### config.mk
export PLATFORM = sky130hd
export DESIGN_NAME = lsu_subword_rmw
export DESIGN_NICKNAME = d
export VERILOG_FILES = /design/src/rtl/lsu_subword_rmw.sv
export SDC_FILE = /design/constraint.sdc
export NUM_CORES = 1
export LEC_CHECK = 0
export ABC_AREA = 1
export ABC_CLOCK_PERIOD_IN_PS = 1800
export CORE_ASPECT_RATIO = 1.1
export CORE_UTILIZATION = 40
export CTS_BUF_LIST = sky130_fd_sc_hd__clkbuf_4 sky130_fd_sc_hd__clkbuf_8
export CTS_CLUSTER_DIAMETER = 60
export CTS_CLUSTER_SIZE = 12
export DETAILED_ROUTE_END_ITERATION = 16
export PLACE_DENSITY = 0.73
export SYNTH_ARGS = -nofsm -noshare
export SYNTH_HDL_FRONTEND = slang
export SYNTH_SLANG_ARGS = --single-unit
### constraint.sdc
create_clock -name clk -period 1.8 [get_ports clk]
set_clock_uncertainty 0.2 [all_clocks]
set_input_delay 0.54 -clock clk [delete_from_list [all_inputs] [get_ports clk]]
set_output_delay 0.54 -clock clk [all_outputs]
set_load 0.01 [all_outputs]
### src/rtl/lsu_subword_rmw.sv
// Load/store unit bridging byte/halfword/word core accesses onto a word-only data memory.
// Sub-word stores are performed as read-modify-write; loads are lane-selected and extended.
module lsu_subword_rmw #(
    parameter int MEM_WORDS = 100
) (
    input  logic        clk,
    input  logic        rst,
    input  logic        req_valid,
    output logic        req_ready,
    input  logic        req_we,
    input  logic [2:0]  req_funct3,
    input  logic [31:0] req_addr,
    input  logic [31:0] req_wdata,
    output logic        resp_valid,
    output logic [31:0] resp_rdata,
    output logic        resp_err,
    output logic        mem_we,
    output logic [31:0] mem_addr,
    output logic [31:0] mem_wd,
    input  logic [31:0] mem_rd
);

    localparam logic [29:0] WORD_LIMIT = 30'(MEM_WORDS);

    typedef enum logic [1:0] {IDLE, READ, WRITE, RESP} state_t;

    state_t      state_reg;
    logic [31:0] addr_q;
    logic [31:0] wdata_q;
    logic [31:0] rdata_q;
    logic [31:0] merged_q;
    logic [2:0]  funct3_q;
    logic        we_q;
    logic        err_q;

    logic        funct_ok;
    logic        misaligned;
    logic        out_of_range;
    logic        req_err;
    logic [7:0]  byte_sel;
    logic [15:0] half_sel;
    logic [31:0] load_data;
    logic [31:0] merged_rmw;

    always_comb begin
        funct_ok = 1'b0;
        if (req_we)
            funct_ok = req_funct3 inside {3'b000, 3'b001, 3'b010};
        else
            funct_ok = req_funct3 inside {3'b000, 3'b001, 3'b010, 3'b100, 3'b101};
        misaligned   = ((req_funct3[1:0] == 2'b01) && req_addr[0]) ||
                       ((req_funct3[1:0] == 2'b10) && (req_addr[1:0] != 2'b00));
        out_of_range = req_addr[31:2] >= WORD_LIMIT;
        req_err      = !funct_ok || misaligned || out_of_range;
    end

    always_comb begin
        byte_sel  = mem_rd[{addr_q[1:0], 3'b000} +: 8];
        half_sel  = mem_rd[{addr_q[1], 4'b0000} +: 16];
        load_data = mem_rd;
        case (funct3_q)
            3'b000:  load_data = {{24{byte_sel[7]}}, byte_sel};
            3'b001:  load_data = {{16{half_sel[15]}}, half_sel};
            3'b100:  load_data = {24'd0, byte_sel};
            3'b101:  load_data = {16'd0, half_sel};
            default: load_data = mem_rd;
        endcase
    end

    // Per-byte merge: a lane takes store data when it falls inside the addressed byte/halfword.
    genvar gi;
    generate
        for (gi = 0; gi < 4; gi++) begin : g_lane
            logic       hit;
            logic [7:0] store_byte;
            assign hit        = funct3_q[0] ? (addr_q[1] == 1'(gi / 2))
                                            : (addr_q[1:0] == 2'(gi));
            assign store_byte = funct3_q[0] ? wdata_q[8*(gi%2) +: 8] : wdata_q[7:0];
            assign merged_rmw[8*gi +: 8] = hit ? store_byte : mem_rd[8*gi +: 8];
        end
    endgenerate

    always_ff @(posedge clk or negedge rst) begin
        if (!rst) begin
            state_reg <= IDLE;
            addr_q    <= '0;
            wdata_q   <= '0;
            rdata_q   <= '0;
            merged_q  <= '0;
            funct3_q  <= '0;
            we_q      <= 1'b0;
            err_q     <= 1'b0;
        end else begin
            case (state_reg)
                IDLE: begin
                    if (req_valid) begin
                        addr_q   <= req_addr;
                        wdata_q  <= req_wdata;
                        funct3_q <= req_funct3;
                        we_q     <= req_we;
                        merged_q <= req_wdata;
                        rdata_q  <= '0;
                        err_q    <= req_err;
                        if (req_err)
                            state_reg <= RESP;
                        else if (req_we && (req_funct3[1:0] == 2'b10))
                            state_reg <= WRITE;
                        else
                            state_reg <= READ;
                    end
                end
                READ: begin
                    if (we_q) begin
                        merged_q  <= merged_rmw;
                        state_reg <= WRITE;
                    end else begin
                        rdata_q   <= load_data;
                        state_reg <= RESP;
                    end
                end
                WRITE:   state_reg <= RESP;
                RESP:    state_reg <= IDLE;
                default: state_reg <= IDLE;
            endcase
        end
    end

    // Outputs are decoded from the state register only, so reset takes effect immediately.
    assign req_ready  = (state_reg == IDLE);
    assign mem_we     = (state_reg == WRITE);
    assign resp_valid = (state_reg == RESP);
    assign resp_rdata = rdata_q;
    assign resp_err   = err_q;
    assign mem_wd     = merged_q;
    assign mem_addr   = {2'b00, addr_q[31:2]};

endmodule

# After elaboration in Yosys (flattened, before gate mapping)
# Cells that the tools add are included.
# totals
regBits	119
inputBits	103
# classes
n_mux	22
n_reduce_logical	18
n_shift	2
eq_ne	18
bitwise_logic	1
order_cmp	1
# op_table
operator	n
$mux W32	4
$pmux W32 S2	2
$pmux W32 S4	1
$mux W8	5
$shiftx A32 B6 Y16	1
$shiftx A32 B6 Y8	1
$ge A30 B7 Y1 const B	1
$eq A3 B3 Y1 const B	4
$eq A2 B2 Y1 const B	5
$pmux W2 S4	1
$eq A2 B1 Y1 const B	3
$eq A3 B1 Y1 const B	2
$logic_not A3 Y1	2
$mux W1	6
$mux W2	3
$ne A2 B2 Y1 const B	3
$reduce_and A3 Y1	2
$reduce_bool A5 Y1	1
$logic_not A2 Y1	2
$reduce_bool A2 Y1	2
$eq A3 B2 Y1 const B	1
$logic_and A1 B1 Y1	3
$logic_or A1 B1 Y1	3
$reduce_bool A3 Y1	1
other kinds (3)	3

# Logic depth before layout (Yosys ltp)
# depth
word_depth	9
ltp_mapped	10
mapped_depth_nobuf	9

# Worst setup path after synthesis
# Ideal clock, no wire load.
# synth_path
path_type	register -> register
start	register state_reg[0]
end	register rdata_q[7], in the netlist resp_rdata[7]
setup_time_ns	0.121
stages_incl_launch_ff	9
period_less_slack_ns	1.849
n_path_buf	1
slack_ns	-0.049
t_arrival_ns	1.529
required_ns	1.479
path_cell_list	dfrtp_1 inv_1 ha_1 nand2_1 nand3_1 clkbuf_1 nor2_1 o21ai_1 nand2_1
# synth_between
elab_chain_cells	3
word_cells_on_any_way	7
# synth_lines
item	line	rtl
start, declared	27	state_t state_reg;
start signal, assigned	85	state_reg <= IDLE;
start signal, assigned	105	state_reg <= RESP;
start signal, assigned	107	state_reg <= WRITE;
$logic_not A2 Y1 *	-	
net req_ready	9	output logic req_ready,
$ne A2 B2 Y1 (no line) / $reduce_bool A2 Y1 (equally long branches)	-	
$reduce_and A3 Y1 (no line)	-	
end signal, assigned	117	rdata_q <= load_data;
end, declared	30	logic [31:0] rdata_q;
# Mark *: on every way through the listed nets, which the timed path passes. The rest lies on a longest branch.
# A chain may end at the register's enable or synchronous reset.

# Worst setup path after layout
# layout_path
start	register state_reg[1]
end	register merged_q[19], in the netlist mem_wd[19]
# layout_between
elab_chain_cells	3
word_cells_on_any_way	7
# layout_lines
item	line	rtl
$eq A2 B1 Y1 / $logic_not A2 Y1 (equally long branches)	94	case (state_reg)
$ne A2 B2 Y1 (no line) / $reduce_bool A2 Y1 (equally long branches)	-	
$reduce_and A3 Y1 (no line)	-	
end signal, assigned	101	merged_q <= req_wdata;
end signal, assigned	114	merged_q <= merged_rmw;
end, declared	31	logic [31:0] merged_q;
# Several ways; a longest one is shown, not always the timed one.

==> run_results.csv <==
group,metric,value,unit
floorplan,row_count,48,
floorplan,core-area,15700,sq um
drt,drt_first_iter_violations,504,
sta,rsz0062_at_grt,"yes",
floorplan,start_util,0.408,
sta,maxSlewViolCount,0,
floorplan,die_h,135,um
worst_setup_path,required,1.99,ns
finish,final_common_cell,"nand2_1",
clocking,cts_htree_levels,4,
sta,whs,0.264,ns
logic_synthesis,synth_top_area_frac,0.466,
logic_synthesis,ys_seq_area_frac,0.466,
drt,ant_nets,0,
clocking,clock-root-buffer,"clkbuf_8",
logic_synthesis,synthCells,868,
sta,period_minus_slack,1.99,ns
worst_setup_path,path_class,"flip-flop to flip-flop",
finish,final_cell_mix,"nand2_1 (274), dfrtp_1 (119), clkdlybuf4s50_1 (101)",
hold_path,hold_path.class,"input pin to asynchronous set/reset pin",
floorplan,die_w,123,um
logic_synthesis,ys_types,24,
worst_setup_path,path_max_fanout,6,
finish,fin_util,0.633,
finish,nFillCells,1325,
sta,finalHoldViolCount,0,
drt,first_pass_iters,5,
sta,finalCritPeriodShare,1.11,
global_route,grt_first_pass_wirelength,34700,um
finish,design_area,9920,sq um
drt,vias_per_cell,5.13,
worst_setup_path,worstSetupEndpointType,"flip-flop",
finish,nNetsFinal,1239,
clocking,cts_tree,"yes",
pwr,p_leak,4.91,nW
logic_synthesis,avgSynthCellArea,7.37,sq um
clocking,clk_pin_slew,0.07,ns
status,status,"finished, violations left",
logic_synthesis,syn-cell-area,6400,sq um
placement,post-dp-hpwl,15300,um
placement,port_buffers,200,
global_route,grt-ovfl-total,0,
clocking,clk_latency,0.45,ns
sta,worst_slack,-0.195,ns
placement,gp_congestion,0.934,
placement,placed_cell_area,8890,sq um
placement,pre_cts_ws,-0.424,ns
drt,num_vias,6903,
sta,max_freq,501,MHz
finish,drive_gt1_frac,0.308,
logic_synthesis,ys_warn_count,0,
drt,wire_per_inst,17.0,um
run,cap_viol_max_count,0,
logic_synthesis,synthTopCellsByArea,"dfrtp_1 (47%), nand2_1 (17%), a21oi_1 (7.0%), o21ai_0 (5.8%), buf_4 (4.6%)",
worst_setup_path,startpoint_type,"flip-flop",
logic_synthesis,ys_ff_latch,119,
clocking,clk_path_buf_depth,2,
global_route,grt_usage,0.281,
drt,drcViolationCount,0,
finish,syn_to_final_growth,55.0,%
worst_setup_path,worstPathArrival,2.18,ns
global_route,antenna_found_initial,1,
pwr,vdd_drop_max,0.000805,V
logic_synthesis,yosys.area.top_type,"dfrtp_1",
clocking,cts_inserted_buffers,17,
global_route,grt_max_degree,44,
pwr,power.density,1870,nW/um^2
sta,setup_violations,78,
global_route,grt_pass1_vias,6752,
floorplan,die_area,16500,sq um
pwr,finalPower,18.5,mW
floorplan,io_pins,203,
drt,wl,22900,um
status,violations,"negative setup slack",
clocking,numClockSinks,119,
worst max-delay path, cell delays in order, from the launching register on:
cell	delay [ns]
dfrtp_1	0.40
inv_2	0.09
buf_6	0.11
ha_4	0.16
inv_4	0.05
o21ai_4	0.18
nand2_4	0.12
buf_12	0.15
inv_12	0.07
buf_12	0.11
buf_16	0.14
nor2_4	0.04
a21oi_2	0.10
cells in the mapped netlist, drive strengths merged:
| library cell | n |
|---|---|
| nand2 | 296 |
| dfrtp | 119 |
| a21oi | 90 |
| o21ai | 79 |
| inv | 76 |
| nor2 | 71 |
| buf | 55 |
| o211ai | 28 |
| clkbuf | 23 |
| nand3 | 20 |
| ha | 4 |
| a211oi | 2 |
| nor3 | 2 |
| conb | 1 |
| nor3b | 1 |
| o22ai | 1 |
metal layers:
layer	GRT usage	up-vias	wire length, um
met4	0.152	0	1060
li1	-	3278	-
met2	0.468	379	11100
met3	0.0646	67	1960
met1	0.333	3179	8740
met5	0	-	0
per-stage QoR:
stage	instances	TNS (ns)
5_1_grt	1346	-15.83
3_5_place_dp	1267	-33.28
3_3_place_gp	1267	-30.50
2_1_floorplan	869	0
6_report	1346	-9.13
4_1_cts	1338	-6.13
cells by family (layout without fill, tap and decap cells):
| logic type | count (synthesis) | count (layout) | share of synthesized area |
|---|---|---|---|
| compound gates | 200 | 200 | 0.171 |
| fa+ha+maj | 4 | 4 | 0.00783 |
| buf+inv | 154 | 430 | 0.117 |
| flops | 119 | 119 | 0.466 |
| other cells | 1 | 3 | 0.000586 |
| simple gates | 390 | 390 | 0.238 |
what timing repair did:
action / CTS / global route
buffers inserted: 32 / 8
endpoints found under the hold margin: 119 / 0
cloned: 6 / 3
resized for setup: 490 / 49
endpoints found under the setup margin: 182 / 106
pin swaps: 14 / 17
hold buffers: 1 / 0
worst paths after layout:
path	depth (start not counted)	start	to	slack, ns
max	12	state_reg[1]	mem_wd[19]	-0.19
min	2	rst	addr_q[5]	0.26
max reg2reg	12	state_reg[1]	mem_wd[19]	-0.19
min reg2reg	2	resp_rdata[31]	resp_rdata[31]	0.27
max in group asynchronous	3	rst	resp_rdata[9]	0.66
min in group clk	2	resp_rdata[31]	resp_rdata[31]	0.27
power breakdown:
part	switching (mW)	total [mW]	internal (mW)
registers	0.767	4.65	3.88
logic	6.03	10.9	4.92
clock network	1.11	2.93	1.82
total	7.91	18.5	10.6
final cells by class:
type                       instances  area [sq um]  share of cell area
clock buffer                      24           305              0.0308
antenna                            1          2.50            0.000252
clock inverter                     8           168              0.0169
sequential                       119          2980               0.300
tap                              200           250              0.0252
timing repair buffer             322          2840               0.286
inverter                          76           304              0.0307
multi-input combinational        596          3070               0.310
Note: power is estimated with default switching activity, not from simulation.
